`src/rtl/mem_port_arbiter_if.sv`:
```
// mem_port_arbiter_if: fetch, data and memory-side signals of the shared memory port
interface mem_port_arbiter_if #(parameter int CNT_W = 16);
  logic if_req, if_done, d_req, d_we, d_done;
  logic [31:0] if_addr, if_rdata, d_addr, d_wdata, d_rdata;
  logic mem_req, mem_we, mem_ready;
  logic [31:0] mem_addr, mem_wdata, mem_rdata;
  logic stall_if, stall_mem, err;
  logic [CNT_W-1:0] fetch_cnt, data_cnt;
  modport slave (
    input if_req, if_addr, d_req, d_we, d_addr, d_wdata, mem_rdata, mem_ready,
    output if_rdata, if_done, d_rdata, d_done, mem_req, mem_we, mem_addr, mem_wdata,
    output stall_if, stall_mem, err, fetch_cnt, data_cnt
  );
  modport master (
    output if_req, if_addr, d_req, d_we, d_addr, d_wdata, mem_rdata, mem_ready,
    input if_rdata, if_done, d_rdata, d_done, mem_req, mem_we, mem_addr, mem_wdata,
    input stall_if, stall_mem, err, fetch_cnt, data_cnt
  );
endinterface

```
`src/rtl/mem_port_arbiter.sv`:
```
// mem_port_arbiter: round-robin IF/MEM sharing of one variable-latency memory port with timeout abort
module mem_port_arbiter #(
  parameter int TIMEOUT = 64,
  parameter int CNT_W = 16
) (
  input logic clk,
  input logic rst,
  mem_port_arbiter_if.slave bus
);
  typedef enum logic [1:0] {IDLE, FETCH, DATA} state_t;
  localparam int WW = $clog2(TIMEOUT + 1);
  state_t state, state_nxt;
  logic [WW-1:0] wait_cnt;
  logic [CNT_W-1:0] fetch_cnt, data_cnt;
  logic last_data, if_ok, d_ok, grant_if, grant_d, busy, fin, tout;
  assign bus.mem_req = busy;
  assign bus.stall_if = bus.if_req & ~bus.if_done;
  assign bus.stall_mem = bus.d_req & ~bus.d_done;
  assign bus.fetch_cnt = fetch_cnt;
  assign bus.data_cnt = data_cnt;
  always_comb begin
    if_ok = bus.if_req & ~bus.if_done;
    d_ok = bus.d_req & ~bus.d_done;
    grant_if = if_ok & (~d_ok | last_data);
    grant_d = d_ok & ~grant_if;
    busy = state != IDLE;
    fin = busy & bus.mem_ready;
    tout = busy & ~bus.mem_ready & (wait_cnt == WW'(TIMEOUT - 1));
    state_nxt = busy ? ((fin | tout) ? IDLE : state) : (grant_if ? FETCH : grant_d ? DATA : IDLE);
  end
  always_ff @(posedge clk)
    state <= rst ? IDLE : state_nxt;
  always_ff @(posedge clk) begin
    if (rst) begin
      wait_cnt <= '0;
      last_data <= 1'b1;
      bus.mem_we <= 1'b0;
      bus.mem_addr <= '0;
      bus.mem_wdata <= '0;
      bus.if_done <= 1'b0;
      bus.d_done <= 1'b0;
      bus.if_rdata <= '0;
      bus.d_rdata <= '0;
      bus.err <= 1'b0;
      fetch_cnt <= '0;
      data_cnt <= '0;
    end else begin
      bus.if_done <= (fin | tout) && state == FETCH;
      bus.d_done <= (fin | tout) && state == DATA;
      if (!busy && (grant_if || grant_d)) begin
        wait_cnt <= '0;
        last_data <= grant_d;
        bus.mem_we <= grant_d & bus.d_we;
        bus.mem_addr <= grant_d ? bus.d_addr : bus.if_addr;
        bus.mem_wdata <= grant_d ? bus.d_wdata : '0;
      end else if (busy && !fin)
        wait_cnt <= wait_cnt + 1'b1;
      // an aborted access returns zero data and leaves the counters alone
      if ((fin || tout) && state == FETCH)
        bus.if_rdata <= fin ? bus.mem_rdata : '0;
      if ((fin || tout) && state == DATA)
        bus.d_rdata <= (fin && !bus.mem_we) ? bus.mem_rdata : '0;
      if (fin && state == FETCH)
        fetch_cnt <= fetch_cnt + 1'b1;
      if (fin && state == DATA)
        data_cnt <= data_cnt + 1'b1;
      if (tout)
        bus.err <= 1'b1;
    end
  end
endmodule
```
`src/flat_wrapper.sv`:
```
// flat-port wrapper written by rule: the top's interface ports become plain ports
module mem_port_arbiter_flat 
#(
  parameter int TIMEOUT = 64,
  parameter int CNT_W = 16
)
  (clk, rst, bus_if_req, bus_if_addr, bus_d_req, bus_d_we, bus_d_addr, bus_d_wdata, bus_mem_rdata, bus_mem_ready, bus_if_rdata, bus_if_done, bus_d_rdata, bus_d_done, bus_mem_req, bus_mem_we, bus_mem_addr, bus_mem_wdata, bus_stall_if, bus_stall_mem, bus_err, bus_fetch_cnt, bus_data_cnt);
  mem_port_arbiter_if #(.CNT_W(CNT_W)) bus_i ();
  input logic clk;
  input logic rst;
  input wire logic [$bits(bus_i.if_req)-1:0] bus_if_req;
  input wire logic [$bits(bus_i.if_addr)-1:0] bus_if_addr;
  input wire logic [$bits(bus_i.d_req)-1:0] bus_d_req;
  input wire logic [$bits(bus_i.d_we)-1:0] bus_d_we;
  input wire logic [$bits(bus_i.d_addr)-1:0] bus_d_addr;
  input wire logic [$bits(bus_i.d_wdata)-1:0] bus_d_wdata;
  input wire logic [$bits(bus_i.mem_rdata)-1:0] bus_mem_rdata;
  input wire logic [$bits(bus_i.mem_ready)-1:0] bus_mem_ready;
  output wire logic [$bits(bus_i.if_rdata)-1:0] bus_if_rdata;
  output wire logic [$bits(bus_i.if_done)-1:0] bus_if_done;
  output wire logic [$bits(bus_i.d_rdata)-1:0] bus_d_rdata;
  output wire logic [$bits(bus_i.d_done)-1:0] bus_d_done;
  output wire logic [$bits(bus_i.mem_req)-1:0] bus_mem_req;
  output wire logic [$bits(bus_i.mem_we)-1:0] bus_mem_we;
  output wire logic [$bits(bus_i.mem_addr)-1:0] bus_mem_addr;
  output wire logic [$bits(bus_i.mem_wdata)-1:0] bus_mem_wdata;
  output wire logic [$bits(bus_i.stall_if)-1:0] bus_stall_if;
  output wire logic [$bits(bus_i.stall_mem)-1:0] bus_stall_mem;
  output wire logic [$bits(bus_i.err)-1:0] bus_err;
  output wire logic [$bits(bus_i.fetch_cnt)-1:0] bus_fetch_cnt;
  output wire logic [$bits(bus_i.data_cnt)-1:0] bus_data_cnt;
  assign bus_i.if_req = bus_if_req;
  assign bus_i.if_addr = bus_if_addr;
  assign bus_i.d_req = bus_d_req;
  assign bus_i.d_we = bus_d_we;
  assign bus_i.d_addr = bus_d_addr;
  assign bus_i.d_wdata = bus_d_wdata;
  assign bus_i.mem_rdata = bus_mem_rdata;
  assign bus_i.mem_ready = bus_mem_ready;
  assign bus_if_rdata = bus_i.if_rdata;
  assign bus_if_done = bus_i.if_done;
  assign bus_d_rdata = bus_i.d_rdata;
  assign bus_d_done = bus_i.d_done;
  assign bus_mem_req = bus_i.mem_req;
  assign bus_mem_we = bus_i.mem_we;
  assign bus_mem_addr = bus_i.mem_addr;
  assign bus_mem_wdata = bus_i.mem_wdata;
  assign bus_stall_if = bus_i.stall_if;
  assign bus_stall_mem = bus_i.stall_mem;
  assign bus_err = bus_i.err;
  assign bus_fetch_cnt = bus_i.fetch_cnt;
  assign bus_data_cnt = bus_i.data_cnt;
  mem_port_arbiter #(.TIMEOUT(TIMEOUT), .CNT_W(CNT_W)) u_core (.clk(clk), .rst(rst), .bus(bus_i));
endmodule
```
`config.mk`:
```
export PLATFORM = sky130hd
export DESIGN_NAME = mem_port_arbiter_flat
export DESIGN_NICKNAME = d
export VERILOG_FILES = /design/src/rtl/mem_port_arbiter_if.sv /design/src/rtl/mem_port_arbiter.sv /design/src/flat_wrapper.sv
export SDC_FILE = /design/constraint.sdc
export NUM_CORES = 1
export LEC_CHECK = 0
export CAP_MARGIN = 20
export CORE_MARGIN = 8
export CORE_UTILIZATION = 40
export DETAILED_ROUTE_END_ITERATION = 12
export HOLD_SLACK_MARGIN = 0.02
export PLACE_DENSITY = 0.78
export SLEW_MARGIN = 0
export SYNTH_ARGS = -nofsm -noshare
export SYNTH_HDL_FRONTEND = slang
export SYNTH_SLANG_ARGS = --single-unit
```
`constraint.sdc`:
```
create_clock -name clk -period 1.99 [get_ports clk]
set_input_delay 0.2985 -clock clk [delete_from_list [all_inputs] [get_ports clk]]
set_output_delay 0.2985 -clock clk [all_outputs]
set_load 0.02 [all_outputs]
```
==> results.yml, run 1 <==
finish:
  fillerInstances: 1344
  final_cells: 1262
  syn2layout_area_growth_pct: 60.45
  utilization_pct: 65.03
  drive_gt1_share_pct: 7.582
  diodes: 0
  nets: 1166
clock_tree:
  cts_hold_buf: 0
  cts_tree: "yes"
  cts_root_buf: "clkbuf_16"
  clk_pin_slew_ps: 60
  cts.sinks: 174
  cts_made_buffers: 17
  clockBufferDepth: 2
  clk_latency_ps: 420
  post_cts_buffers: 0
  htreeDepth: 4
synth:
  synth_top_cells_by_count: "174 x dfxtp_1, 110 x a21oi_1, 103 x o21ai_0"
  synth_edf_count: 0
  yosys-top-cells-area: "dfxtp_1 52%, a21oi_1 8.3%, o21ai_0 7.8%"
  synth_cell_types: 44
  yosysMostFrequentCell: "dfxtp_1"
  yosys_warnings: 0
  ys_ff_latch: 174
  syn_area_mm2: 0.006650
  async_flop_share_pct: 0
  synth_top_area_share_pct: 52.38
  synthesis.nets: 874
  synth.avg_cell_area_um2: 9.023
  synth_flop_cell: "dfxtp_1"
  seq_area_frac_synth_pct: 52.38
  syn_inst: 737
  yosysTopAreaCell: "dfxtp_1"
global_routing:
  grt_overflow: 0
  grt_pass1_wl_mm: 34.54
  grt_pass1_vias: 6308
  antenna_found_initial: 0
  grt_usage_pct: 20.12
  grt_max_degree: 69
die:
  std_cell_rows: 47
  core_area_mm2: 0.01641
  die_area_mm2: 0.02101
  initial_core_util_pct: 40.53
  die_y_um: 144.9
  die_width_um: 144.9
  io_pins: 301
flow_run:
  cap_viol_max_count: 0
setup_path:
  cp-start-kind: "flop"
  required_ps: 1690
  arrival_ps: 1590
  crit_type: "reg -> out"
  cp_max_fo: 3
  end_kind: "output port"
placed_design:
  place_congestion: 0.8472
  place_hpwl_mm: 15.67
  numPortBuffers: 300
  dp.cells: 1230
power:
  p_total_uw: 8775
  power_density_mw_per_mm2: 822.4
  leakage_uw: 0.003942
  ir_drop_v: 0.0005693
sta:
  skew_ps: 12.55
  setup_viol: 0
  rsz0062_at_grt: "false"
  slew_violations: 0
  hold_violations: 0
  tightest_slew_ps: 659.0
  slew_headroom_pct: 55.98
  fmax_ghz: 0.5293
  finalCritPeriodShare_pct: 94.95
  fin_crit_ps: 1889
routing:
  ant_nets: 0
  routed_wl_mm: 21.54
  first_iter_violations: 294
  wl_met2_mm: 10.49
  via_per_inst: 5.049
  drc: 0
  vias: 6372
  top_layer: "met4"
  wl_met3_mm: 1.492
  drt-met1-wl_mm: 9.067
  post_drt_wl_per_cell_um: 17.07
  drtPass1Iterations: 5
status:
  status: "completed"
worst_hold_path:
  hold_class: "in -> reg"
power by group:
part | total [uW] | switching [uW] | internal [uW]
Clock | 3450 | 1390 | 2050
Combinational | 1550 | 782 | 772
Sequential | 3770 | 98.4 | 3670
area by class of cell:
class	instances	area (um^2)	area share, %
flip-flops and latches	174	3485	32.66
multi-input cells	497	2937	27.52
well taps	220	275.3	2.580
clock buffers	20	456.7	4.280
repair buffers	330	3324	31.16
clock inverters	12	158.9	1.489
inverters	9	33.78	0.3166
final timing paths:
check,endpoint,depth (start not counted),slack [ps],start
worst max-delay path,bus_stall_mem,3,100,u_core.bus.d_done
worst min register to register,u_core.bus.err,2,460,u_core.bus.err
worst max register to register,u_core.bus.fetch_cnt[14],5,130,u_core.bus.fetch_cnt[0]
worst min-delay path,u_core.bus.data_cnt[1],2,270,rst
sequential cells by signal, summed over array words and instances (netlist names):
name and flops:
u_core.bus.d_rdata 32, u_core.bus.if_rdata 32, u_core.bus.mem_addr 32, u_core.bus.mem_wdata 32
u_core.bus.data_cnt 16, u_core.bus.fetch_cnt 16, u_core.wait_cnt 7, u_core.state 2
u_core.bus.d_done 1, u_core.bus.err 1, u_core.bus.if_done 1, u_core.bus.mem_we 1
u_core.last_data 1
placed cells by master, fill, tap and decap left out, types with 3 or more instances in the layout:
master,n
clkdlybuf4s50_1,298
dfxtp_1,173
a21oi_1,109
o21ai_0,103
nand2_1,79
mux2i_1,34
nor2_1,34
a22o_1,33
buf_4,23
clkbuf_16,17
xnor2_1,14
nand4_1,10
nand3_1,10
inv_1,9
xor2_1,9
nor3_1,9
buf_12,8
or3_1,5
nand2b_1,4
and3_1,3
nor4_1,3
nor2b_1,3
mux2_2,3
a31o_2,3
ha_1,3
bufinv_16,3
clkinv_4,3
layer usage:
layer  GRT usage [%]  vias up
met1           23.94     2955
met3           6.716       29
met2           32.76      208
li1                -     3180
met4           8.206        0
met5               0        -
metrics by stage:
step                setup slack (ps)  setup TNS (ps)  cell area [um^2]  hold slack (ps)
floorplan                      82.07               0              6650            424.2
global placement              -139.5          -666.3             10050            438.0
detailed placement            -209.3           -1322             10050            452.5
CTS                            73.78               0             10670            243.4
global route                   13.77               0             10670            269.7
finish                         100.6               0             10670            270.0
cells by family after synthesis:
kind of cell	Yosys count	synth area share, %
buf+inv	66	4.045
xor+xnor	23	3.029
mux	37	5.626
flops	174	52.38
fa+ha+maj	3	0.5645
compound gates	256	21.58
simple gates	178	12.78
worst max-delay path, stage by stage, from the launching register on:
cell	delay, ps
dfxtp_1	320
nand2b_1	170
inv_1	70
clkdlybuf4s50_1	620
repair_timing:
| item | CTS | global route |
|---|---|---|
| hold endpoints to repair | 0 | 0 |
| resized for setup | 2 | 0 |
| setup endpoints to repair | 1 | 0 |
Note: power is estimated with default switching activity, not from simulation.
==> inputs of run 2 (changes only) <==
--- a/config.mk
+++ b/config.mk
@@ -6,6 +6,7 @@
 export NUM_CORES = 1
 export LEC_CHECK = 0
 export CAP_MARGIN = 20
+export CORE_ASPECT_RATIO = 1.1
 export CORE_MARGIN = 8
 export CORE_UTILIZATION = 40
 export DETAILED_ROUTE_END_ITERATION = 12
==> results.yml, run 2 (same netlist as run 1, synthesis figures left out) <==
die:
  die_area_mm2: 0.02101
  core_area_mm2: 0.01631
  initial_core_util_pct: 40.78
  std_cell_rows: 49
  io_pins: 301
  die_y_um: 151.2
  die_width_um: 138.9
global_routing:
  grt_max_degree: 48
  grt_pass1_vias: 6367
  grt_overflow: 0
  antenna_found_initial: 0
  grt_pass1_wl_mm: 34.80
  grt_usage_pct: 20.68
clock_tree:
  cts_tree: "yes"
  clockBufferDepth: 2
  cts_hold_buf: 0
  cts.sinks: 174
  clk_pin_slew_ps: 70
  clk_latency_ps: 430
  cts_made_buffers: 17
  htreeDepth: 4
  cts_root_buf: "clkbuf_16"
sta:
  finalCritPeriodShare_pct: 94.48
  fmax_ghz: 0.5319
  rsz0062_at_grt: "false"
  setup_viol: 0
  tightest_slew_ps: 602.0
  hold-worst-slack_ps: 228.9
  hold_violations: 0
  slew_headroom_pct: 59.78
  fin_crit_ps: 1880
  slew_violations: 0
  skew_ps: 11.44
finish:
  final_common_cell: "clkdlybuf4s50_1"
  fillerInstances: 1357
  layout_common_cells: "296 x clkdlybuf4s50_1, 174 x dfxtp_1, 109 x a21oi_1"
  nets: 1174
  multi_input_area_mm2: 0.002937
  drive_gt1_share_pct: 8.286
  diodes: 0
  seqCellArea_mm2: 0.003483
  utilization_pct: 65.84
  syn2layout_area_growth_pct: 61.45
  fin_area_mm2: 0.01074
power:
  power_density_mw_per_mm2: 829.2
  p_total_uw: 8903
  ir_drop_v: 0.0005613
  leakage_uw: 0.004021
routing:
  drtPass1Iterations: 4
  post_drt_wl_per_cell_um: 17.80
  routed_wl_mm: 22.32
  via_per_inst: 5.152
  drc: 0
  first_iter_violations: 293
  ant_nets: 0
  vias: 6461
setup_path:
  reg2reg_depth: 5
  crit_type: "reg -> out"
  cp_max_fo: 2
  required_ps: 1690
  arrival_ps: 1580
  startpoint: "u_core.bus.if_done"
  cp-start-kind: "flop"
  reg2reg_from: "u_core.bus.fetch_cnt[1]"
  end_kind: "output port"
placed_design:
  place_congestion: 0.8017
  numPortBuffers: 300
  dpl_cell_area_mm2: 0.01011
  place_hpwl_mm: 16.39
worst_hold_path:
  min_from: "rst"
  hold_class: "in -> reg"
  holdPathStages: 2
flow_run:
  cap_viol_max_count: 0
status:
  status: "completed"
## run 2: cell count changes in the layout (fill, tap and decap cells not counted), sizes merged
cell,before,now
clkinvlp,2,0
clkbuf,20,17
clkdlybuf4s50,298,296
inv,11,16
dlygate4sd2,1,2
dlymetal6s2s,0,1
buf,31,39
## run 2: final cells by class
class	instances	share of cell area, %
sequential	174	32.44
timing repair buffer	338	31.65
multi-input combinational	497	27.35
clock buffer	17	3.962
tap	204	2.377
clock inverter	15	1.900
inverter	9	0.3147
## run 2: worst paths after layout
kind                              endpoint  slack [ps]
setup / recovery              bus_stall_if         110
hold reg to reg             u_core.bus.err         450
setup reg to reg  u_core.bus.fetch_cnt[14]         140
hold / removal     u_core.bus.data_cnt[11]         230
## run 2: critical path, cell delays in order (launching register included)
cell             delay (ps)
dfxtp_1                 310
nand2b_1                150
inv_1                    70
clkdlybuf4s50_1         620
## run 2: routing by layer
layer	wire, um	up-vias	part of all wire (%)	track usage (%)
met2	11090	242	50	36.11
met1	9014	2993	40	22.79
met4	436	0	2.0	7.523
met5	0	-	0	0
li1	-	3200	-	-
met3	1778	26	8.0	7.755
## run 2: what timing repair did
| item | in CTS | in global routing |
|---|---|---|
| gates resized for setup | 2 | 1 |
| cloned | 0 | 0 |
| setup endpoints to repair | 2 | 1 |
| setup buffers | 0 | 0 |
| pin swaps | 0 | 0 |
## run 2: metrics by stage
stage,worst slack (ps),cells,setup TNS [ps]
6_report,109.8,1254,0
5_1_grt,5.178,1254,0
4_1_cts,36.41,1254,0
3_5_place_dp,-129.4,1222,-671.1
3_3_place_gp,-92.09,1222,-458.3
2_1_floorplan,82.07,737,0
## run 2: power by group
group	leakage, uW	internal [uW]	total (uW)	switching, uW
logic	0.00230	791	1590	795
registers	0.00142	3670	3770	94.9
clock network	0.000310	2030	3550	1520
total	0.00402	6490	8900	2410
